`src/rtl/fifo_drain_packer.sv`:
```
// Read-domain drain engine for fifo_flush_async_grey: pops the FIFO one nibble per
// cycle, packs nibbles into 32-bit words and hands them out over valid/ready.
module fifo_drain_packer #(
  parameter int NIBBLES = 8
) (
  input  logic                 rclock,
  input  logic                 reset,
  input  logic                 start_i,
  input  logic                 fifo_empty_i,
  input  logic [3:0]           fifo_curr_i,
  output logic                 fifo_flush_o,
  output logic                 word_valid_o,
  output logic [4*NIBBLES-1:0] word_data_o,
  output logic [3:0]           word_count_o,
  input  logic                 word_ready_i,
  output logic                 busy_o,
  output logic                 done_o
);
  typedef enum logic [1:0] {IDLE, DRAIN, EMIT, DONE} state_t;

  state_t                  state, state_nxt;
  logic [NIBBLES-1:0][3:0] acc;
  logic [3:0]              nib_cnt, nib_nxt;
  logic                    cap_q, clr_acc;

  // Count a pop still in flight so the word never overflows.
  assign nib_nxt      = nib_cnt + {3'b0, cap_q};
  assign fifo_flush_o = (state == DRAIN) && !fifo_empty_i && (nib_nxt < 4'(NIBBLES));

  assign word_data_o  = word_valid_o ? acc : '0;
  assign word_count_o = word_valid_o ? nib_cnt : 4'd0;

  always_comb begin
    state_nxt    = state;
    clr_acc      = 1'b0;
    word_valid_o = 1'b0;
    done_o       = 1'b0;
    busy_o       = (state != IDLE);
    case (state)
      IDLE: if (start_i) begin
        state_nxt = DRAIN;
        clr_acc   = 1'b1;
      end
      DRAIN: begin
        if (nib_nxt == 4'(NIBBLES))
          state_nxt = EMIT;
        else if (fifo_empty_i && !cap_q)
          state_nxt = (nib_cnt != 4'd0) ? EMIT : DONE;
      end
      EMIT: begin
        word_valid_o = 1'b1;
        if (word_ready_i) begin
          state_nxt = DRAIN;
          clr_acc   = 1'b1;
        end
      end
      DONE: begin
        done_o    = 1'b1;
        state_nxt = IDLE;
      end
      default: state_nxt = IDLE;
    endcase
  end

  always_ff @(posedge rclock or posedge reset) begin
    if (reset) begin
      state   <= IDLE;
      nib_cnt <= 4'd0;
      cap_q   <= 1'b0;
    end else begin
      state <= state_nxt;
      cap_q <= fifo_flush_o;
      if (clr_acc)    nib_cnt <= 4'd0;
      else if (cap_q) nib_cnt <= nib_nxt;
    end
  end

  // Slot k takes the returned nibble when it is the next free slot.
  always_ff @(posedge rclock or posedge reset) begin
    if (reset) begin
      acc <= '0;
    end else begin
      for (int k = 0; k < NIBBLES; k++) begin
        if (clr_acc)                          acc[k] <= 4'd0;
        else if (cap_q && nib_cnt == 4'(k))   acc[k] <= fifo_curr_i;
      end
    end
  end
endmodule

```
`config.mk`:
```
export PLATFORM = sky130hd
export DESIGN_NAME = fifo_drain_packer
export DESIGN_NICKNAME = d
export VERILOG_FILES = /design/src/rtl/fifo_drain_packer.sv
export SDC_FILE = /design/constraint.sdc
export NUM_CORES = 1
export LEC_CHECK = 0
export CAP_MARGIN = 30
export CORE_ASPECT_RATIO = 0.5
export CORE_MARGIN = 1
export CORE_UTILIZATION = 60
export DETAILED_ROUTE_END_ITERATION = 8
export DONT_BUFFER_PORTS = 1
export PLACE_DENSITY = 0.76
export RECOVER_POWER = 50
export SLEW_MARGIN = 20
export SYNTH_ARGS = -nofsm -noshare
export SYNTH_HDL_FRONTEND = slang
export SYNTH_SLANG_ARGS = --single-unit
```
`constraint.sdc`:
```
create_clock -name rclock -period 4.52 [get_ports rclock]
set_input_delay 0.452 -clock rclock [delete_from_list [all_inputs] [get_ports rclock]]
set_output_delay 0.452 -clock rclock [all_outputs]
set_load 0.05 [all_outputs]
```
==> impl.org, run 1 <==
** Timing
- Final setup skew :: 0.00949 ns
- Setup repair after global routing left no endpoint under its margin.
- Final Slew Violations :: 78
- Worst slew pin tran :: about 2.1 ns
- Setup violations remaining at the end of the flow were counted as 0.
- Timing would allow up to slightly below 0.4 GHz.
- Hold timing on the final database bottoms out at a slack of 0.282 ns.
- Counting I/O delays and the setup requirement, the final critical path takes around 2.6 ns.
- Setup slack on the critical path of the routed design comes to 1.92 ns.
- Of the available clock period, the critical path in the final layout requires 57.5%.
- Summed negative setup slack over all endpoints :: 0 ns
- Headroom to the max-slew limit :: -37.7%
- The total count of hold-check failures in the final report is 0.

** Setup path
- In this run the critical register-to-register path is launched from state[1]$_DFFE_PP0P_.
- The number of buffers and inverters on the critical path is 0.
- Critical R2R Capture :: state[0]$_DFFE_PP0P_
- The worst setup path is launched from a register.
- In this run the number of cells on the critical path is 4.
- Slowest CP cell :: sky130_fd_sc_hd__nor3_2
- The number of cells on the worst reg-to-reg path is 3.
- Delay of the slowest cell on the worst path :: 0.74 ns
- Family with the most delay on the worst path :: simple AND/OR/NAND/NOR gates
- Cell-by-cell trace of the critical path :: ha_1 -> nand3_1 -> xnor2_1 -> nor3_2
- Of all nets on the critical path, the largest fanout is 10.
- Data arrives at the worst endpoint at 2.15 ns.
- Capturing element type of the critical path :: primary output
- In this run the register-to-register setup slack is 2.08 ns.
- The setup path with the least slack is of type reg -> out.
- At the worst endpoint, the required time is 4.07 ns.

** Clock network
- Clock tree root buffer cell :: sky130_fd_sc_hd__clkbuf_8
- Number of buffers created by CTS :: 5
- Number of H-tree levels :: 2
- CTS-repair resized insts :: 0
- Clock tree from TritonCTS :: done
- Buffers inserted during post-CTS setup optimization :: 0
- For the worst-skew pair, the clock arrives at the later sink with an insertion delay of 0.30 ns.
- Register clock-pin slew on the reported worst setup and hold paths :: around 0.08 ns
- The number of hold buffers added after CTS was 0.
- Buffer depth of the longest clock path :: 2
- Clock tree synthesis found a total of 39 sinks.

** GRT
- For this run, global-route usage on met3 was measured as 7.50%.
- The global routing stage identified its most utilized layer as met1.
- For met2 alone, demand over resource in global routing was a little over a third.
- Global routing consumed, on the met1 layer, 37.6% of the routing resources.
- Entering global routing, the biggest net connects 40 pins.
- The via count of the first global-routing pass was 1,442.
- The first global-routing pass estimated 7280 um of wire.
- Antenna violations before repair :: 0
- Global routing finished with a remaining overflow of 0.
- For this run, the total global-route usage over all layers was measured as 25.7%.

** Synthesis
- Predominant post-synthesis flop cell :: sky130_fd_sc_hd__dfrtp_1
- #FFs+latches synth :: 39
- Cell area after technology mapping :: approximately 2200 um^2
- Sequential-to-total area share from yosys stat :: 44.6%
- Mapped Nets :: 254
- Number of flops mapped to enable cells by yosys :: 0
- A synthesized cell averages approximately 9 um^2.
- Warnings, synthesis :: 0
- Post-synthesis cell count :: 243
- Distinct cell type count after synthesis :: 38
- Async S/R FF share, synth :: 100%

** Placed design
- Post-Place Setup Slack :: between 2 and 2.5 ns
- Half-perimeter wire length after placement :: 3110 um
- In this run the tool buffered the top-level ports with 0 buffer cells.
- Counting tap cells, the placed design contains a total of 270 instances.
- Routability-driven placement finished with a final weighted congestion of approximately 0.87.
- Placed standard-cell area :: 2100 um^2

** Route
- The detailed router placed between 1,500 and 2,000 vias in this run.
- The first detailed-routing pass ran for 4 iterations.
- The detail route stage leaves a number of antenna-violating nets equal to 0.
- After detailed routing, the total wire length is roughly 4600 um.
- In this run, the number of DRC markers left after iteration 0 of detailed routing was roughly 150.
- Via-per-instance ratio :: about 6.0
- In the final routed layout, each cell accounts on average for 16.7 um.
- DRC errors left :: 0

** Run
- Max-cap check violation count :: 2

** Min path
- Cell depth of the worst min-delay path :: 2
- Class of the tightest hold or removal check :: in -> reg
- Startpoint of the tightest hold check path :: fifo_curr_i[1]
- Worst hold endpoint :: acc[5]$_DFFE_PP0P_

** Layout
- Non-filler instance count after layout :: ~280
- The library cell used most frequently in the layout, excluding fill and tap cells, is sky130_fd_sc_hd__dfrtp_1.
- Final design instance area without fill :: approximately 2200 um^2
- Synthesis-to-layout area growth :: 1.72%
- Summing all flip-flop and latch instances after layout gives around 980 um^2.
- Number of diodes :: 0
- Utilization after layout :: 64.5%
- Multi-input logic area :: between 1000 and 1500 um^2
- Cells with a size suffix above 1 make up under 10% of the layout.
- Filler cells :: 307
- Final-stage net count :: 237
- Most used cells in the layout excluding fill and tap cells :: sky130_fd_sc_hd__dfrtp_1, sky130_fd_sc_hd__and2_1, sky130_fd_sc_hd__nand3_1

** Power and ir drop
- The worst-case IR drop observed on VDD is ~380 uV.
- In this run the power density over the cells is 513 nW/um^2.
- Total Power :: between 1 and 1.5 mW
- Leakage component of the power :: 0.959 nW

** Floorplan
- The die is 44.7 um tall.
- The floorplan has 15 rows.
- The floorplan step defined a die boundary enclosing approximately 3900 um^2.
- Starting density of the core :: approximately 63%
- Horizontal die dimension :: 87.4 um
- Core Box Area :: about 3500 um^2
- # IOs :: a little under 50

** Status
- Result of the run :: complete, but fails checks
- The checks that failed: max-capacitance violations, max-slew violations.
## worst reg2reg max path, delay by kind of cell, from the launching register on
kind            cells  cell delay [ns]
simple gates        1             1.43
flops               1             0.42
mux                 1             0.24
compound gates      1             0.28
## final cells by class
type	count	area share, %
well taps	51	2.87
repair buffers	2	0.506
clock buffers	6	3.26
multi-input cells	175	46.3
inverters	3	0.506
flip-flops and latches	39	43.8
clock inverters	2	2.70
## power breakdown
group | total (mW) | switching [mW] | internal, mW
clock network | 0.347 | 0.126 | 0.221
registers | 0.428 | 0.0410 | 0.387
logic | 0.367 | 0.268 | 0.0987
## cells in the mapped netlist, drive strengths merged (2+ instances only)
cell type,n,share of area [%]
clkbuf,10,1.8
o21ai,32,7.5
mux2i,2,0.91
nor2b,2,0.57
nor2,5,0.86
nand2b,4,1.1
buf,16,5.9
inv,3,0.51
and2,39,11
nand3,33,7.5
ha,2,1.1
a21oi,32,7.3
dfrtp,39,45
nand2,2,0.34
nor3,2,0.46
xor2,3,1.2
or2,3,0.86
## cell families (layout without fill, tap and decap cells)
family | Yosys count | after routing | share of synthesized area, %
mux | 3 | 3 | 1.60
fa+ha+maj | 2 | 2 | 1.14
simple gates | 97 | 97 | 26.1
flops | 39 | 39 | 44.6
xor+xnor | 4 | 4 | 1.60
buf+inv | 29 | 13 | 8.23
compound gates | 69 | 69 | 16.8
## flip-flops by register name, indices dropped and copies added (netlist names)
| register | flops |
|---|---|
| acc | 32 |
| nib_cnt | 4 |
| state | 2 |
| cap_q | 1 |
## metal layers
| metal | vias up | routed length (um) |
|---|---|---|
| met5 | - | 0 |
| met4 | 0 | 84 |
| met3 | 10 | 393 |
| met2 | 64 | 1960 |
| met1 | 784 | 2200 |
| li1 | 797 | - |
## worst max-delay path by stage
stage | start | end
6_report | cap_q$_DFF_PP0_ | fifo_flush_o
5_1_grt | nib_cnt[0]$_DFFE_PP0P_ | fifo_flush_o
4_1_cts | cap_q$_DFF_PP0_ | fifo_flush_o
3_5_place_dp | cap_q$_DFF_PP0_ | fifo_flush_o
3_3_place_gp | nib_cnt[0]$_DFFE_PP0P_ | fifo_flush_o
2_1_floorplan | nib_cnt[2]$_DFFE_PP0P_ | fifo_flush_o
No activity file was read; power rests on OpenSTA's default activity.
==> run 2: changes to the inputs <==
--- a/config.mk
+++ b/config.mk
@@ -8,10 +8,10 @@
 export CAP_MARGIN = 30
 export CORE_ASPECT_RATIO = 0.5
 export CORE_MARGIN = 1
-export CORE_UTILIZATION = 60
+export CORE_UTILIZATION = 57
 export DETAILED_ROUTE_END_ITERATION = 8
 export DONT_BUFFER_PORTS = 1
-export PLACE_DENSITY = 0.76
+export PLACE_DENSITY = 0.75
 export RECOVER_POWER = 50
 export SLEW_MARGIN = 20
 export SYNTH_ARGS = -nofsm -noshare
==> constraint.sdc (replaced) <==
create_clock -name rclock -period 2.1 [get_ports rclock]
set_input_delay 0.21 -clock rclock [delete_from_list [all_inputs] [get_ports rclock]]
set_output_delay 0.21 -clock rclock [all_outputs]
set_load 0.05 [all_outputs]
==> run 2 against run 1 <==
  * The run now ends clean
  * Clock power increased by 120%
  * Utilization rose by 20 points
  * Clock-buffer cell count stayed put
  * Routed wire length rose by 21%
  * Hold slack worse by 0.23 ns
  * Flip-flop and latch count unchanged
  * Sequential share of layout area is 11 points lower
  * Design area grew 34%
  * Clock skew decreased by 0.0037 ns
  * Combinational power rose by 150%
  * First-iteration DRC count is 26% higher
  * Critical endpoint unchanged
  * Largest power group unchanged
==> impl.org, run 2 (synthesized netlist as in run 1, its figures left out) <==
** Status
- Result of the run: finished clean (was complete, but fails checks).

** GRT
- The via count of the first global-routing pass was 1,724 (was 1,442).
- Total congestion overflow :: 0 (unchanged)
- First-pass GRT wire length :: 8510 um (was 7280 um)
- Pin count of the biggest net entering global routing :: 40 (unchanged)
- The initial antenna violation count was 0 (unchanged).
- The combined global-route utilization of all metal layers is 28.8% (was 25.7%).

** Layout
- Largest register FFs :: 32 (unchanged)
- The combined area of the multi-input logic cells was 1030 um^2 (about the same).
- The register with the highest flop count is acc (unchanged).
- The sequential standard cell area is 978 um^2 (was 976 um^2).
- Biggest registers after layout :: acc (32), nib_cnt (4), state (2) (unchanged)
- Most used cells in the layout excluding fill and tap cells: sky130_fd_sc_hd__and2_1, sky130_fd_sc_hd__dfrtp_1, sky130_fd_sc_hd__buf_12 (was sky130_fd_sc_hd__dfrtp_1, sky130_fd_sc_hd__and2_1, sky130_fd_sc_hd__nand3_1).
- Final design instance area without fill :: 2990 um^2 (was 2230 um^2)
- The number of diodes is 0 (unchanged).
- Layout cells sized above 1 :: 21.8% (was 6.61%)
- The count of fill cells added during filler insertion was 189 (was 307).
- Final-stage net count :: 276 (was 237)
- The area growth from synthesis to final layout was 36.6% (was 1.72%).

** Route
- The met1 wire length was 2280 um (was 2200 um).
- Router iterations before antenna repair :: 4 (unchanged)
- The average wire per cell in the routed design was 17.7 um (was 16.7 um).
- Via-per-instance ratio :: 6.07 (was 5.95)
- Total length of routed wires :: 5600 um (was 4630 um)
- The DRC violation total after the first TritonRoute iteration came to 183 (was 145).
- Max Used Layer :: met4 (unchanged)
- The total length of routed met3 wires came to 462 um (was 393 um).
- Residual antenna-violating net count after detailed routing :: 0 (unchanged)
- The number of vias after detailed routing was 1,923 (was 1,655).
- The amount of wire on met2 after detailed routing came to 2740 um (was 1960 um).
- The DRC violation count after routing was 0 (unchanged).

** Timing
- Slack of the critical path :: 0.116 ns (was 1.92 ns)
- Worst slew pin tran :: 1.01 ns (was 2.07 ns)
- Final setup skew :: 0.00583 ns (was 0.00949 ns)
- The total count of hold-check failures in the final report was 0 (unchanged).
- The number of slew-limit violations in the final report came to 0 (was 78).
- Time the worst path needs with I/O delays and setup :: 1.98 ns
- RSZ-0062 raised after global routing :: false (unchanged)
- Final setup vio count :: 0 (unchanged)
- Share of the clock period used by the worst path :: 94.5%
- Final-layout worst hold slack :: 0.0503 ns (was 0.282 ns)
- Static timing analysis puts the maximum clock frequency at 0.504 GHz.
- Summed negative setup slack over all endpoints :: 0 ns (unchanged)
- Headroom to the max-slew limit :: 32.1% (was -37.7%)

** Clock network
- The maximum buffer depth of the clock tree came to 2 (unchanged).
- Number of H-tree levels :: 2 (unchanged)
- Number of buffers created by CTS :: 5 (unchanged)
- Register clock-pin slew on the reported worst setup and hold paths :: 0.08 ns (about the same)
- The CTS tree is done (unchanged).
- The latest clock arrival within the worst-skew pair is 0.29 ns (was 0.30 ns).
- The clock root buffer master was sky130_fd_sc_hd__clkbuf_8 (unchanged).
- The sink count of the clock tree is 39 (unchanged).

** Power and ir drop
- The largest voltage drop on the vdd net was 978 uV (was 382 uV).
- Areal power density over the cells :: 862 nW/um^2 (was 513 nW/um^2)
- Leakage component of the power :: 1.28 nW (was 0.959 nW)

** Placed design
- Placed standard-cell area :: 2850 um^2 (was 2100 um^2)
- Final weighted congestion in routability-driven placement :: 0.851 (was 0.867)
- The number of port buffers came to 0 (unchanged).
- The estimated wirelength of the detail-placed design was 3590 um (was 3110 um).
- The setup slack at placement is 0.258 ns (was 2.26 ns).

** Min path
- Startpoint of the tightest hold check path :: fifo_curr_i[1] (unchanged)
- Cell depth of the worst min-delay path :: 2 (unchanged)
- The worst hold endpoint is acc[17]$_DFFE_PP0P_ (was acc[5]$_DFFE_PP0P_).
- The worst hold-check path type is in -> reg (unchanged).

** Setup path
- The critical register-to-register path endpoint is acc[7]$_DFFE_PP0P_ (was state[0]$_DFFE_PP0P_).
- Cell-by-cell trace of the critical path :: ha_1 -> nand3_1 -> xnor2_2 -> nor3_2 -> buf_4 (was ha_1 -> nand3_1 -> xnor2_1 -> nor3_2)
- Critical path class :: reg -> out (unchanged)
- The startpoint class of the critical path is a register (unchanged).
- The library cell contributing the largest single delay on the critical path is sky130_fd_sc_hd__dfrtp_2 (was sky130_fd_sc_hd__nor3_2).
- Capturing element type of the critical path :: primary output (unchanged)
- The depth of the worst register-to-register path is 3 (unchanged).
- The source of the worst register-to-register timing path is nib_cnt[1]$_DFFE_PP0P_ (was state[1]$_DFFE_PP0P_).
- The arrival time of the worst setup path was 1.77 ns (was 2.15 ns).
- The slack of the worst reg-to-reg path is 0.21 ns (was 2.08 ns).
- Delay of the slowest cell on the worst path :: 0.48 ns (was 0.74 ns)
- The top fanout value on the critical path is 10 (unchanged).
- Required time of the critical path :: 1.89 ns (was 4.07 ns)

** Floorplan
- The count of pins on the block boundary is 49 (unchanged).
- The number of placement rows is 15 (unchanged).
- Horizontal die dimension :: 89.6 um (was 87.4 um)
- Die area :: 4110 um^2 (was 3910 um^2)
- Die extent in y :: 45.8 um (was 44.7 um)
- The placeable core region was 3550 um^2 (was 3450 um^2).
- The initial core utilization came to 61.7% (was 63.4%).

** Run
- Max-cap check violation count :: 0 (was 2)
## run 2: report_power, final
part | leakage, nW | total (mW) | internal [mW] | switching [mW]
clock | 0.0654 | 0.747 | 0.475 | 0.272
sequential | 0.534 | 0.926 | 0.836 | 0.0899
combinational | 0.682 | 0.904 | 0.286 | 0.618
total | 1.28 | 2.58 | 1.60 | 0.980
## run 2: through the flow
stage	util, %	std cells	power, mW
final	84.3	317	2.58
after global routing	84.3	317	2.69
after CTS	84.4	317	2.59
after detailed placement	80.4	308	1.84
after global placement	80.4	308	1.79
after floorplan	-	243	1.72
## run 2: layout make-up
cell class	count	share of cell area (%)
Timing Repair Buffer	41	25.8
Clock inverter	2	2.01
Tap cell	51	2.13
Multi-Input combinational cell	175	34.6
Clock buffer	6	2.43
Inverter	3	0.377
Sequential cell	39	32.7
## run 2: metal layers
metal / global-route usage, % / vias to the layer above
li1: - / 869
met3: 6.70 / 16
met1: 38.4 / 935
met2: 46.4 / 103
met5: 0 / -
met4: 11.4 / 0
## run 2: worst max-delay path by stage
stage	from	end	slack, ns	cells after the start
detailed placement	nib_cnt[0]$_DFFE_PP0P_	state[0]$_DFFE_PP0P_	0.26	5
floorplan	state[0]$_DFFE_PP0P_	word_count_o[0]	0.21	3
global placement	nib_cnt[0]$_DFFE_PP0P_	state[0]$_DFFE_PP0P_	0.37	5
finish	cap_q$_DFF_PP0_	fifo_flush_o	0.12	5
CTS	cap_q$_DFF_PP0_	fifo_flush_o	0.04	5
global route	cap_q$_DFF_PP0_	fifo_flush_o	0.03	5
## run 2: timing repair
action	4_1_cts	5_1_grt
setup buffers	0	0
hold buffers	1	0
hold endpoints to repair	39	0
endpoints found under the setup margin	0	1
gates resized for setup	0	3
## run 2: critical path, delay by kind of cell, from the launching register on
kind / cells / cell delay (ns)
xor+xnor: 1 / 0.22
fa+ha+maj: 1 / 0.23
buf+inv: 1 / 0.22
flops: 1 / 0.48
simple gates: 2 / 0.33
==> run 3: changes to the inputs <==
--- a/config.mk
+++ b/config.mk
@@ -8,10 +8,10 @@
 export CAP_MARGIN = 30
 export CORE_ASPECT_RATIO = 0.5
 export CORE_MARGIN = 1
-export CORE_UTILIZATION = 57
+export CORE_UTILIZATION = 47
 export DETAILED_ROUTE_END_ITERATION = 8
 export DONT_BUFFER_PORTS = 1
-export PLACE_DENSITY = 0.75
+export PLACE_DENSITY = 0.64
 export RECOVER_POWER = 50
 export SLEW_MARGIN = 20
 export SYNTH_ARGS = -nofsm -noshare
==> run 3 against run 2 <==
  * Via count shrank 3.1%
  * Fmax rose by 2.5%
  * Design area down 1.8%
  * Critical endpoint unchanged
==> impl.org, run 3 (synthesized netlist as in run 1, its figures left out) <==
** Clock network
- TritonCTS Sinks :: 39 (unchanged)
- Number of buffers created by CTS :: 5 (unchanged)
- The clock root buffer master is sky130_fd_sc_hd__clkbuf_8 (unchanged).
- The total number of H-tree levels was 2 (unchanged).
- The clock transition time at the flip-flop clock pins of the worst setup and hold paths came to 0.08 ns (about the same).
- Buffers inserted during post-CTS setup optimization :: 0 (unchanged)
- The maximum buffer depth of the clock tree was 2 (unchanged).
- The CTS tree is done (unchanged).
- Source-to-sink clock delay at the later pin of the worst-skew pair :: 0.30 ns (was 0.29 ns)

** GRT
- Number of global-route vias before repair :: 1,769 (was 1,724)
- Total congestion overflow :: 0 (unchanged)
- The global-route wire length before repair was 8400 um (was 8510 um).
- The initial antenna violation count came to 0 (unchanged).
- Pin count of the biggest net entering global routing :: 40 (unchanged)
- GRT Overall Usage :: 22.3% (was 28.8%)

** Route
- The uppermost layer routed is met4 (unchanged).
- The met1 wire length came to 2120 um (was 2280 um).
- Total length of routed wires :: 5100 um (was 5600 um)
- The first-pass iteration count of the detailed router came to 7 (was 4).
- The average wire per cell in the routed design was 15.7 um (was 17.7 um).
- First-iteration detailed-routing DRC count :: 129 (was 183)
- DRC errors left :: 0 (unchanged)
- Total number of vias :: 1,863 (was 1,923)
- Residual antenna-violating net count after detailed routing :: 0 (unchanged)
- Wire length on met2 :: 2400 um (was 2740 um)
- Amount of wire on met3 after detailed routing :: 520 um (was 462 um)
- The number of vias per cell after detailed routing was 5.75 (was 6.07).

** Power and ir drop
- The largest voltage drop on the vdd net came to 690 uV (was 978 uV).
- The cell leakage power is 1.25 nW (was 1.28 nW).
- The power per unit of standard cell area is 784 nW/um^2 (was 862 nW/um^2).

** Layout
- Most used cells in the layout excluding fill and tap cells :: sky130_fd_sc_hd__dfrtp_1, sky130_fd_sc_hd__buf_12, sky130_fd_sc_hd__and2_1 (was sky130_fd_sc_hd__and2_1, sky130_fd_sc_hd__dfrtp_1, sky130_fd_sc_hd__buf_12)
- The flip-flop count of the largest register after layout came to 32 (unchanged).
- The count of placed standard cells in the final layout, fillers left out is 324 (was 317).
- Biggest registers after layout: acc (32), nib_cnt (4), state (2) (unchanged).
- Leading cell type in the layout, fill and taps excluded :: sky130_fd_sc_hd__dfrtp_1
- Number of diodes :: 0 (unchanged)
- The net total in the final layout came to 277 (was 276).
- The register with the highest flop count is acc (unchanged).
- The cell area after layout is 2940 um^2 (was 2990 um^2).
- Layout cells sized above 1 :: 21.3% (was 21.8%)
- Synthesis-to-layout area growth :: 34.2% (was 36.6%)

** Placed design
- The number of port buffers is 0 (unchanged).
- The placer's final routability congestion estimate came to 0.864 (was 0.851).
- Cell total after placement :: 315 (was 308)
- Half-perimeter wire length after placement :: 3580 um (was 3590 um)
- Placed standard-cell area :: 2850 um^2 (about the same)

** Setup path
- Capturing element type of the critical path :: primary output (unchanged)
- Worst Path Max Fanout :: 10 (unchanged)
- Worst r2r src :: cap_q$_DFF_PP0_ (was nib_cnt[1]$_DFFE_PP0P_)
- Critical R2R Capture :: state[0]$_DFFE_PP0P_ (was acc[7]$_DFFE_PP0P_)
- Register-to-register setup slack :: 0.30 ns (was 0.21 ns)
- CP Launch Type :: register (unchanged)
- Cell-by-cell trace of the critical path: ha_1 -> nand3_1 -> xnor2_1 -> nor3_2 -> buf_4 (was ha_1 -> nand3_1 -> xnor2_2 -> nor3_2 -> buf_4).
- The required time of the critical path is 1.89 ns (about the same).
- The critical path start-end classification is reg -> out (unchanged).
- Slowest CP cell :: sky130_fd_sc_hd__dfrtp_2 (unchanged)
- The maximum single-stage delay on the critical path is 0.47 ns (was 0.48 ns).
- Count of cells along the worst register-to-register path :: 5 (was 3)
- The arrival time of the worst setup path is 1.73 ns (was 1.77 ns).

** Min path
- Class of the tightest hold or removal check :: in -> reg (unchanged)
- Startpoint of the tightest hold check path :: fifo_curr_i[0] (was fifo_curr_i[1])
- The cell count of the worst hold path is 2 (unchanged).
- Worst hold endpoint :: acc[4]$_DFFE_PP0P_ (was acc[17]$_DFFE_PP0P_)

** Timing
- The number of slew-limit violations in the final report was 0 (unchanged).
- RSZ-0062 raised after global routing :: false (unchanged)
- Final setup vio count :: 0 (unchanged)
- The maximum operating frequency is 0.517 GHz (was 0.504 GHz).
- The slew at the pin closest to its max-slew limit was 0.974 ns (was 1.01 ns).
- The total count of hold-check failures in the final report is 0 (unchanged).
- The worst clock skew is 0.0120 ns (was 0.00583 ns).
- The worst slew margin relative to its limit came to 34.8% (was 32.1%).
- Summed negative setup slack over all endpoints :: 0 ns (unchanged)
- Share of the clock period used by the worst path :: 92.2% (was 94.5%)
- Time the worst path needs with I/O delays and setup :: 1.94 ns (was 1.98 ns)

** Status
- Result of the run: finished clean (unchanged).

** Floorplan
- Horizontal die dimension :: 98.5 um (was 89.6 um)
- The initial core utilization was 49.5% (was 61.7%).
- The placeable core region was 4420 um^2 (was 3550 um^2).
- Die area :: 4950 um^2 (was 4110 um^2)
- The number of placement rows is 17 (was 15).
- The die height was 50.3 um (was 45.8 um).
- # IOs :: 49 (unchanged)

** Run
- Max-cap check violation count :: 0 (unchanged)
run 3: cell types whose count changed in the layout (fill, tap and decap cells not counted), sizes merged:
cell	previous run	this run
bufinv	2	0
clkinvlp	0	1
buf	39	40
clkinv	0	1
run 3: metal layers:
metal / GRT usage (%) / vias to the layer above
li1: - / 874
met1: 28.5 / 897
met2: 36.7 / 85
met3: 6.41 / 7
met4: 8.21 / 0
met5: 0 / -
run 3: layout make-up:
class | instances | area [um^2]
inverter | 3 | 11.3
sequential | 39 | 977
multi-input combinational | 175 | 1030
timing repair buffer | 42 | 766
tap | 57 | 71.3
clock inverter | 2 | 12.5
fill | 356 | 1490
clock buffer | 6 | 72.6
run 3: how the worst max path moves through the flow:
stage	depth (start not counted)	slack, ns	from	to
floorplan	3	0.21	state[0]$_DFFE_PP0P_	word_count_o[0]
global placement	5	0.38	cap_q$_DFF_PP0_	state[0]$_DFFE_PP0P_
detailed placement	5	0.28	cap_q$_DFF_PP0_	state[0]$_DFFE_PP0P_
CTS	5	0.05	cap_q$_DFF_PP0_	fifo_flush_o
global route	5	0.10	cap_q$_DFF_PP0_	fifo_flush_o
finish	5	0.16	cap_q$_DFF_PP0_	fifo_flush_o
run 3: worst max-delay path, delay by kind of cell, from the launching register on:
family,cells,cell delay [ns]
simple gates,2,0.30
flops,1,0.47
xor+xnor,1,0.21
fa+ha+maj,1,0.23
buf+inv,1,0.22
run 3: where the power goes:
group	total, mW	internal [mW]	leakage (nW)	switching [mW]
Clock	0.501	0.232	0.0412	0.269
Sequential	0.911	0.835	0.536	0.0763
Combinational	0.892	0.277	0.673	0.615
Total	2.30	1.34	1.25	0.959
run 3: metrics by stage:
step           util (%)  power (mW)  setup slack (ns)  hold slack (ns)
2_1_floorplan         -        1.72             0.213            0.405
3_3_place_gp       64.5        1.79             0.378            0.255
3_5_place_dp       64.5        1.83             0.283            0.248
4_1_cts            66.7        2.33            0.0522           0.0403
5_1_grt            66.4        2.42             0.101           0.0407
6_report           66.4        2.30             0.165           0.0409
run 3: timing repair:
item                                   4_1_cts  5_1_grt
hold buffers                                 1        0
endpoints found under the hold margin       39        0
setup endpoints to repair                    0        1
gates resized for setup                      0        1
